$ cat src/rtl/fetch_ctrl.sv
// Fetch-stage sequencer: owns PC_F, issues one imem request at a time, and fills IF/ID.
// Optional performance counters are compiled in when FETCH_PERF_EN is defined.
module fetch_ctrl #(
  parameter logic [63:0] RESET_PC  = 64'h0,
  parameter logic [31:0] NOP_INSTR = 32'h00000013
) (
  input  logic        clk,
  input  logic        rst,
  input  logic        Stall_D,
  input  logic        PCSrc_E,
  input  logic [63:0] PCTarget_E,
  output logic        imem_req,
  output logic [63:0] imem_addr,
  input  logic        imem_rvalid,
  input  logic [31:0] imem_rdata,
  output logic [63:0] PC_F,
  output logic [63:0] PC_D,
  output logic [31:0] Instr_D,
  output logic        Valid_D
`ifdef FETCH_PERF_EN
  ,
  output logic [31:0] perf_fetched,
  output logic [31:0] perf_flushed,
  output logic [31:0] perf_wait
`endif
);

  typedef enum logic [1:0] {
    ST_ISSUE = 2'd0,
    ST_WAIT  = 2'd1,
    ST_HOLD  = 2'd2,
    ST_DROP  = 2'd3
  } state_t;

  state_t      state_r;
  state_t      state_s;
  logic [63:0] buf_pc_r;
  logic [31:0] buf_instr_r;
  logic [63:0] redir_pc_s;
  logic        write_resp_s;
  logic        write_buf_s;
  logic        capture_s;
  logic        discard_s;

  // Redirect targets are forced to a 4-byte boundary.
  assign redir_pc_s = PCTarget_E & ~64'h3;
  assign imem_addr  = PC_F;

  // State register.
  always_ff @(posedge clk) begin
    if (rst) begin
      state_r <= ST_ISSUE;
    end else begin
      state_r <= state_s;
    end
  end

  // Next-state logic; a redirect outranks stalls in every state.
  always_comb begin
    state_s = ST_ISSUE;
    case (state_r)
      ST_ISSUE: begin
        if (PCSrc_E) state_s = ST_ISSUE;
        else         state_s = ST_WAIT;
      end
      ST_WAIT: begin
        if (PCSrc_E)          state_s = imem_rvalid ? ST_ISSUE : ST_DROP;
        else if (imem_rvalid) state_s = Stall_D ? ST_HOLD : ST_ISSUE;
        else                  state_s = ST_WAIT;
      end
      ST_HOLD: begin
        if (PCSrc_E)      state_s = ST_ISSUE;
        else if (Stall_D) state_s = ST_HOLD;
        else              state_s = ST_ISSUE;
      end
      ST_DROP: begin
        if (imem_rvalid) state_s = ST_ISSUE;
        else             state_s = ST_DROP;
      end
      default: state_s = ST_ISSUE;
    endcase
  end

  // Per-cycle action decode.
  always_comb begin
    imem_req     = 1'b0;
    write_resp_s = 1'b0;
    write_buf_s  = 1'b0;
    capture_s    = 1'b0;
    discard_s    = 1'b0;
    case (state_r)
      ST_ISSUE: imem_req = ~PCSrc_E & ~rst;
      ST_WAIT: begin
        write_resp_s = imem_rvalid & ~Stall_D & ~PCSrc_E;
        capture_s    = imem_rvalid &  Stall_D & ~PCSrc_E;
        discard_s    = imem_rvalid &  PCSrc_E;
      end
      ST_HOLD: begin
        write_buf_s = ~Stall_D & ~PCSrc_E;
        discard_s   = PCSrc_E;
      end
      ST_DROP: discard_s = imem_rvalid;
      default: imem_req = 1'b0;
    endcase
  end

  // Fetch PC and the single-entry response buffer.
  always_ff @(posedge clk) begin
    if (rst) begin
      PC_F        <= RESET_PC;
      buf_pc_r    <= 64'h0;
      buf_instr_r <= NOP_INSTR;
    end else begin
      if (PCSrc_E)                          PC_F <= redir_pc_s;
      else if (write_resp_s || write_buf_s) PC_F <= PC_F + 64'd4;
      else                                  PC_F <= PC_F;
      if (capture_s) begin
        buf_pc_r    <= PC_F;
        buf_instr_r <= imem_rdata;
      end else begin
        buf_pc_r    <= buf_pc_r;
        buf_instr_r <= buf_instr_r;
      end
    end
  end

  // IF/ID register: flush, real write, bubble or hold, in that priority.
  always_ff @(posedge clk) begin
    if (rst) begin
      PC_D    <= 64'h0;
      Instr_D <= NOP_INSTR;
      Valid_D <= 1'b0;
    end else if (PCSrc_E) begin
      Instr_D <= NOP_INSTR;
      Valid_D <= 1'b0;
    end else if (write_resp_s) begin
      PC_D    <= PC_F;
      Instr_D <= imem_rdata;
      Valid_D <= 1'b1;
    end else if (write_buf_s) begin
      PC_D    <= buf_pc_r;
      Instr_D <= buf_instr_r;
      Valid_D <= 1'b1;
    end else if (!Stall_D) begin
      Instr_D <= NOP_INSTR;
      Valid_D <= 1'b0;
    end else begin
      Valid_D <= Valid_D;
    end
  end

`ifdef FETCH_PERF_EN
  // Free-running event counters, wrapping at 2^32.
  always_ff @(posedge clk) begin
    if (rst) begin
      perf_fetched <= 32'd0;
      perf_flushed <= 32'd0;
      perf_wait    <= 32'd0;
    end else begin
      perf_fetched <= perf_fetched + {31'd0, write_resp_s | write_buf_s};
      perf_flushed <= perf_flushed + {31'd0, discard_s};
      perf_wait    <= perf_wait + {31'd0, (state_r == ST_WAIT) || (state_r == ST_DROP)};
    end
  end
`endif

endmodule

$ cat config.mk
export PLATFORM = sky130hd
export DESIGN_NAME = fetch_ctrl
export DESIGN_NICKNAME = d
export VERILOG_FILES = /design/src/rtl/fetch_ctrl.sv
export SDC_FILE = /design/constraint.sdc
export NUM_CORES = 1
export LEC_CHECK = 0
export ABC_CLOCK_PERIOD_IN_PS = 3510
export CAP_MARGIN = 30
export CORE_ASPECT_RATIO = 2
export CORE_MARGIN = 4
export CORE_UTILIZATION = 45
export CTS_BUF_LIST = sky130_fd_sc_hd__clkbuf_4
export DETAILED_ROUTE_END_ITERATION = 12
export PLACE_DENSITY = 0.76
export SKIP_CTS_REPAIR_TIMING = 1
export SLEW_MARGIN = 15
export SYNTH_ARGS = -nofsm -noshare
export SYNTH_HDL_FRONTEND = slang
export SYNTH_SLANG_ARGS = --single-unit
$ cat constraint.sdc
create_clock -name clk -period 3.51 [get_ports clk]
set_input_delay 0.702 -clock clk [delete_from_list [all_inputs] [get_ports clk]]
set_output_delay 0.702 -clock clk [all_outputs]
set_load 0.02 [all_outputs]
==> results of run 1 <==
## power by group through the flow
| stage | Sequential [uW] | Combinational, uW | Clock, uW |
|---|---|---|---|
| 6_report | 3070 | 757 | 2170 |
| 5_1_grt | 3080 | 805 | 2370 |
| 4_1_cts | 3070 | 758 | 2220 |
| 3_5_place_dp | 3130 | 755 | 0 |
| 3_3_place_gp | 3130 | 749 | 0 |
| 2_1_floorplan | 3150 | 369 | 0 |
## cell usage in the layout (no fill, tap or decap), drive strengths merged, types with 3 or more instances in the layout
master,synthesis,final
clkdlybuf4s50,0,317
xor2,9,9
a311oi,26,26
clkinv,1,16
o21a,4,4
a211oi,17,17
diode,0,7
nor4,10,10
clkbuf,110,80
a21oi,108,108
o311ai,5,5
inv,15,16
buf,73,37
a2111oi,3,3
dfxtp,253,253
nand3,63,63
xnor2,13,13
a222oi,62,62
o211ai,5,5
or4,20,20
o31ai,16,16
and4,7,7
a31oi,37,37
or3,26,26
o21ai,15,15
and3,9,9
nor3,13,13
conb,1,6
nand2,297,297
nor2,114,114
nand4,29,29
## how the worst max path moves through the flow
stage | from | end | slack [ps] | cells past startpoint
after floorplan | PC_F[5]$_SDFFE_PP0P_ | PC_F[47]$_SDFFE_PP0P_ | 820 | 7
after global placement | Stall_D | PC_F[38]$_SDFFE_PP0P_ | 330 | 5
after detailed placement | Stall_D | PC_F[38]$_SDFFE_PP0P_ | 250 | 5
after CTS | PCSrc_E | imem_req | 380 | 5
after global routing | PCSrc_E | imem_req | 300 | 5
final | PCSrc_E | imem_req | 390 | 5
## cells by family (layout without fill, tap and decap cells)
family,Yosys count,after routing,synth area share [%]
fa+ha+maj,1,1,0.112
buf+inv,199,466,8.97
xor+xnor,22,22,1.72
simple gates,599,599,24.3
flops,253,253,45.2
compound gates,312,312,19.7
other cells,1,13,0.0335
## cell type report
type                    count  area [um2]  area share [%]
multi-input cells         940        5180            34.7
clock buffers              80         601            4.02
inverters                  16        61.3           0.410
well taps                 332         415            2.78
diodes                      7        17.5           0.117
flip-flops and latches    253        5060            33.9
repair buffers            354        3530            23.6
clock inverters            16        62.6           0.419
## routing by layer
layer | global-route usage, % | part of all wire (%) | vias to the layer above
li1 | - | - | 5446
met1 | 30.5 | 37 | 5533
met2 | 46.5 | 52 | 521
met3 | 4.74 | 6.5 | 92
met4 | 13.4 | 4.1 | 2
met5 | 0 | 0.035 | -
## sequential cells by signal (all words and copies together) (netlist names)
register and count:
Instr_D 32, PC_D 62, buf_instr_r 32, state_r 2
Valid_D 1, PC_F 62, buf_pc_r 62
## critical path, stage by stage
cell,delay [ps]
clkdlybuf4s50_1,440
clkinv_2,220
nand2_1,120
nor3_1,230
clkdlybuf4s50_1,710
## stage by stage
stage               instances  utilization [%]
finish                   1998             60.9
global route             1998             60.9
CTS                      1991             60.8
detailed placement       1895             58.1
global placement         1895             58.1
floorplan                1392                -
==> metrics, run 1 <==
R2R depth=5; CTS Buf Count=56; TNS Setup=0 ps; instance count of the mapped netlist=1387; fin crit share=88.8%; Mean Syn Cell Area=8.08 um2; post-route minimum period=3120 ps; core area=0.0245 mm2; initial antenna violation count=8; CTS Buffer Depth=3; RR Startpoint=PC_F[5]$_SDFFE_PP0P_; Startpoint Class=primary input; DP Area=0.0143 mm2; I/O Pins=327; LEAKAGE=0.00490 uW; GP Congestion=0.849; Worst VDD drop=0.237 mV; unrepaired setup endpoints after global routing=no; Final #Nets=1723; FMAX=321 MHz; dpl ws=251 ps; initial DRC count=1224; Reg2Reg Capture Point=PC_F[47]$_SDFFE_PP0P_; vias in the first global route=11164; Sw Pwr=1660 uW; worst hold-check path type=primary input to register; critical path class=primary input to output pin; number of synthesized flops with an enable pin=0; GR Overflow Total=0; Fin Hold WS=422 ps; Area growth, synth to finish=33.3%; DRC viols=0; final instance area=0.0149 mm2; crit-path max FO=18; # setup viols final=0; FF+latch count, synth=253; fillcell total=2225; remaining antenna violation count=0; Synth top area share=45.2%; largest net degree at the start of global routing=217; FP Rows=81; 1st-pass router iterations=8; Avg WL per Cell=18.8 um; Worst EP required=2810 ps; fin. max-slew vios=0; final hold violation count=0; clock root buffer=clkbuf_4; global-route wire length before repair=60100 um; starting density of the core=45.7%; Worst Hold End=buf_instr_r[4]$_SDFFE_PP1P_; overall routing resource usage=26.4%; CTS tree=done; clock share of power=36.2%; Worst setup EP type=output pin; Hold Crit Depth=4; Die W=120 um; status=finished, final reports clean; power share of the combinational group=12.6%; most common cell in the netlist=nand2_1; Main synth FF type=dfxtp_1; Ys Warns=0; WP data arrival=2420 ps; FF-to-FF setup slack=640 ps; PortBufs=318; Post-Syn Area=0.0112 mm2; largest area contributor in the netlist=dfxtp_1; vias post-DR=11594; switching share of power=27.7%; routed wire length=37600 um; worst skew pair latency=700 ps; ratio of cells with drive above 1 in the final layout=8.26%; Rel. slew slack=30.3%; post-synthesis cell type count=56; Worst-path clk slew=80 ps; Clock Sinks=253; setup ws final=392 ps; Async SR Flop Fraction=0%; power per cell area=401 mW/mm2; Slew @ Worst Pin=1050 ps; placed wire-length estimate=25700 um; H-tree levels=2; die area=0.0276 mm2; max_cap viols=0; post-synthesis sequential area ratio=45.2%; Synth top cells by count=nand2_1, dfxtp_1, nor2_1, clkbuf_1, a21oi_1; top cells by area, synth=dfxtp_1, nand2_1, a222oi_1; routed vias/inst=5.80; Total Power=5990 uW; Die Y=231 um; Power Internal=4330 uW; Layout Skew=33.3 ps; sequential share of power=51.2%; hold wc startpoint=rst
(Power assumes the default switching activity.)
==> run 2, diff against run 1 <==
--- a/config.mk
+++ b/config.mk
@@ -5,14 +5,13 @@
 export SDC_FILE = /design/constraint.sdc
 export NUM_CORES = 1
 export LEC_CHECK = 0
-export ABC_CLOCK_PERIOD_IN_PS = 3510
-export CAP_MARGIN = 30
+export ABC_CLOCK_PERIOD_IN_PS = 2700
 export CORE_ASPECT_RATIO = 2
 export CORE_MARGIN = 4
 export CORE_UTILIZATION = 45
 export CTS_BUF_LIST = sky130_fd_sc_hd__clkbuf_4
 export DETAILED_ROUTE_END_ITERATION = 12
-export PLACE_DENSITY = 0.76
+export PLACE_DENSITY = 0.79
 export SKIP_CTS_REPAIR_TIMING = 1
 export SLEW_MARGIN = 15
 export SYNTH_ARGS = -nofsm -noshare
==> constraint.sdc (replaced) <==
create_clock -name clk -period 2.7 [get_ports clk]
set_input_delay 0.54 -clock clk [delete_from_list [all_inputs] [get_ports clk]]
set_output_delay 0.54 -clock clk [all_outputs]
set_load 0.02 [all_outputs]
==> metrics, run 2 (same netlist as run 1, synthesis figures left out) <==
vias in the first global route=11490; CTS Buf Count=57; global-route wire length before repair=61000 um; Avg WL per Cell=19.1 um; starting density of the core=45.7%; Layout Skew=43.7 ps; Rel. slew slack=18.5%; DRC viols=0; Worst VDD drop=0.338 mV; Worst Hold End=buf_instr_r[1]$_SDFFE_PP1P_; worst hold-check path type=primary input to register; crit-path max FO=6; placed wire-length estimate=27100 um; CTS tree=done; placed insts=1959; power per cell area=516 mW/mm2; status=finished, final reports clean; critical path class=register to output pin; 1st-pass router iterations=8; H-tree levels=2; initial antenna violation count=6; post-route minimum period=2600 ps; RR Startpoint=PC_F[3]$_SDFFE_PP0P_; Clock Sinks=253; overall routing resource usage=27.1%; fin crit share=96.1%; FF-to-FF setup slack=200 ps; FMAX=385 MHz; Reg2Reg Capture Point=PC_F[36]$_SDFFE_PP0P_; DP Area=0.0148 mm2; Worst-path clk slew=90 ps; worst skew pair latency=740 ps; remaining antenna violation count=0; initial DRC count=1246; largest net degree at the start of global routing=217; # setup viols final=0; CTS Buffer Depth=3; clock root buffer=clkbuf_4; core area=0.0245 mm2; fin. max-slew vios=0; Final #Nets=1788; fin util=63.2%; die area=0.0276 mm2; commonest non-fill, non-tap cells in the layout=clkdlybuf4s50_1, nand2_1, dfxtp_1; Startpoint Class=register; final hold violation count=0; max_cap viols=0; GR Overflow Total=0; WP data arrival=2060 ps; routed wire length=39400 um; routed vias/inst=5.79; Hold Crit Depth=4; Top Registers=PC_D: 62 flops, PC_F: 62 flops, buf_pc_r: 62 flops; Die Y=231 um; FP Rows=81; R2R depth=6; Worst EP required=2160 ps; Die W=120 um; TNS Setup=0 ps; hold wc startpoint=rst; PortBufs=318; Slew @ Worst Pin=1220 ps; ratio of cells with drive above 1 in the final layout=12.0%; I/O Pins=327; vias post-DR=11952; Final Non-Filler Cells=2066; Worst setup EP type=output pin; Total Power=8000 uW; final instance area=0.0155 mm2; most common cell after layout, fill and taps aside=clkdlybuf4s50_1; GP Congestion=0.897; unrepaired setup endpoints after global routing=no; Area growth, synth to finish=38.4%; LEAKAGE=0.00527 uW
==> run 2: final cells by class <==
cell class / instances / area [um2]
Clock buffer: 85 / 638
Inverter: 16 / 61.3
Sequential cell: 253 / 5060
Timing Repair Buffer: 418 / 4060
Multi-Input combinational cell: 940 / 5190
Antenna cell: 6 / 15.0
Clock inverter: 16 / 63.8
Fill cell: 2179 / 9010
Tap cell: 332 / 415
==> run 2: metrics by stage <==
step	hold slack, ps	setup slack (ps)
after floorplan	436	8.79
after global placement	441	-205
after detailed placement	446	-244
after CTS	184	-21.4
after global routing	205	15.2
final	236	104
==> run 2: per-layer routing <==
metal	GRT usage (%)	up-vias	wire length [um]
met4	14.1	0	1850
li1	-	5573	-
met3	5.15	113	3020
met2	47.3	591	20000
met5	0	-	0
met1	31.2	5675	14500
==> run 2: how the worst max path moves through the flow <==
stage / endpoint / slack, ps / from
4_1_cts: imem_req / -20 / state_r[0]$_SDFF_PP0_
5_1_grt: PC_F[48]$_SDFFE_PP0P_ / 20 / PC_F[3]$_SDFFE_PP0P_
3_3_place_gp: PC_F[61]$_SDFFE_PP0P_ / -200 / Stall_D
2_1_floorplan: PC_F[47]$_SDFFE_PP0P_ / 9 / PC_F[5]$_SDFFE_PP0P_
3_5_place_dp: PC_F[61]$_SDFFE_PP0P_ / -240 / Stall_D
6_report: PC_F[55] / 100 / PC_F[55]$_SDFFE_PP0P_
==> run 2: power breakdown <==
| group | total (uW) | internal, uW | switching, uW |
|---|---|---|---|
| clock | 2950 | 1430 | 1510 |
| sequential | 3920 | 3820 | 99.5 |
| combinational | 1140 | 518 | 617 |
| total | 8000 | 5770 | 2230 |
==> run 2: worst max-delay path, cell delays in order, from the launching register on <==
cell	delay [ps]
dfxtp_1	490
buf_4	210
clkdlybuf4s50_1	610
==> RTL edit (config.mk and constraints of run 1) <==
Add a define of `FETCH_PERF_EN`.
--- a/src/rtl/fetch_ctrl.sv
+++ b/src/rtl/fetch_ctrl.sv
@@ -1,4 +1,6 @@
 // Fetch-stage sequencer: owns PC_F, issues one imem request at a time, and fills IF/ID.
 // Optional performance counters are compiled in when FETCH_PERF_EN is defined.
+`define FETCH_PERF_EN
+
 module fetch_ctrl #(
   parameter logic [63:0] RESET_PC  = 64'h0,
Check against the original RTL (old outputs only; new: perf_fetched, perf_flushed and perf_wait): equivalent (Yosys induction, for registers that start in step).
==> RTL edit against run 1 <==
- synthesized area increased by 38%
- cell area grew 39%
- synthesized cell count grew 37%
- setup slack improved by 0.23 ns
- sequential share of layout area shrank 0.16 points
- sequential cell count up 96
- largest power group unchanged
- wire length is 43% higher
- total power rose by 38%
- highest routed layer unchanged
==> RTL edit: results (changes against run 1) <==
| Metric | Value |
|---|---|
| Layout cells sized above 1 | 9.04% (+0.79 points) |
| Synth Instances | 1899 (+37%) |
| Slowest stage delay, CP | 0.68 ns (-0.03 ns) |
| Number of global-route vias before repair | 15.7k (+41%) |
| Dpl cell area | 19700 um2 (+38%) |
| Total CTS buffers | 80 (+43%) |
| Vias | 15.5k (+34%) |
| Pre-CTS WS | 0.171 ns (-0.0806 ns) |
| Sequential power share | 50.5% (-0.7 points) |
| Clock Skew | 0.0602 ns (+0.0269 ns) |
| Crit path max-delay cell type | nor4_1 |
| Synth cell count leaders | dfxtp_1 (349), nor2_1 (296), nand2_1 (275) |
| Largest registers | PC_D x62, PC_F x62, buf_pc_r x62 |
| Worst-path clk slew | 0.07 ns |
| Peak VDD IR | 0.349 mV (+47%) |
| Global-route wire length before repair | 85400 um (+42%) |
| Critical Path AT | 3.53 ns (+1.11 ns) |
| Wire length per cell | 19.6 um (+3.9%) |
| DR iter-0 viols | 1232 (+0.65%) |
| Hold Crit Class | reg -> reg |
| Synth top area cells | dfxtp_1 (45%), nor2_1 (7.2%), nand2_1 (6.7%), a21oi_1 (4.0%), xor2_1 (4.0%) |
| GP Congestion | 0.938 (+11%) |
| Largest net degree at the start of global routing | 175 (-19%) |
| Initial antenna violation count | 7 (-1) |
| Worst slew pin tran | 0.866 ns (-0.179 ns) |
| Sw Ratio | 27.6% (-0.049 points) |
| Synth warn | 0 (unchanged) |
| Cell variety after synth | 62 (+11%) |
| H-tree levels | 3 (+1) |
| Pleak | 7.14 nW (+46%) |
| Power Clock | 3.16 mW (+46%) |
| Placed insts | 2607 (+38%) |
| Global router's overall resource usage | 27.6% (+1.2 points) |
| PnR Total Power | 8.29 mW (+38%) |
| Register area share after synthesis | 45.0% (-0.17 points) |
| Worst skew pair latency | 0.73 ns (+0.03 ns) |
| Delay-heaviest family, CP | simple AND/OR/NAND/NOR gates |
| Dpl hpwl | 37900 um (+48%) |
| Layout Nets | 2356 (+37%) |
| Drt first pass iters | 8 (unchanged) |
| Routed wire length | 53900 um (+43%) |
| IO buf count | 414 (+30%) |
| Critical Path Fanout Max | 10 (-8) |
| Status | complete, no violations |
==> RTL edit: per-layer routing <==
metal | GRT usage, % | wire length (um)
met5 | 0 | 20
met4 | 15.8 | 2830
met3 | 7.34 | 3800
met2 | 51.2 | 28700
met1 | 27.3 | 18500
==> RTL edit: cells by family (layout without fill, tap and decap cells) <==
family,Yosys count,count (layout),share of synthesized area [%]
AOI/OAI and AO/OA,322,322,14.1
xor gates and xnor gates,107,107,6.04
adders and majority gates,7,7,0.564
buffers and inverters,227,634,7.23
DFF,349,349,45.0
muxes,9,9,0.605
other,1,13,0.0242
and+or+nand+nor,877,877,26.4
==> RTL edit: final cells by class <==
cell class / instances / area (um2)
clock buffers: 115 / 863
well taps: 441 / 552
flip-flops and latches: 349 / 6990
inverters: 22 / 82.6
multi-input cells: 1328 / 7470
diodes: 7 / 17.5
clock inverters: 30 / 129
repair buffers: 467 / 4600
fillers: 3023 / 13500
==> RTL edit: tightest hold or removal path, delay by kind of cell (launching register included) <==
family / cells / cell delay, ns
AOI/OAI and AO/OA: 1 / 0.05
and+or+nand+nor: 1 / 0.05
DFF: 1 / 0.31
==> RTL edit: path summary, 6_finish.rpt <==
check | depth (start not counted) | startpoint | endpoint | slack [ns]
worst max register to register | 5 | PC_F[5]$_SDFFE_PP0P_ | PC_F[35]$_SDFFE_PP0P_ | 0.62
worst min register to register | 2 | buf_instr_r[21]$_SDFFE_PP0P_ | buf_instr_r[21]$_SDFFE_PP0P_ | 0.46
worst max-delay path | 5 | PC_F[5]$_SDFFE_PP0P_ | PC_F[35]$_SDFFE_PP0P_ | 0.62
worst min-delay path | 2 | buf_instr_r[21]$_SDFFE_PP0P_ | buf_instr_r[21]$_SDFFE_PP0P_ | 0.46
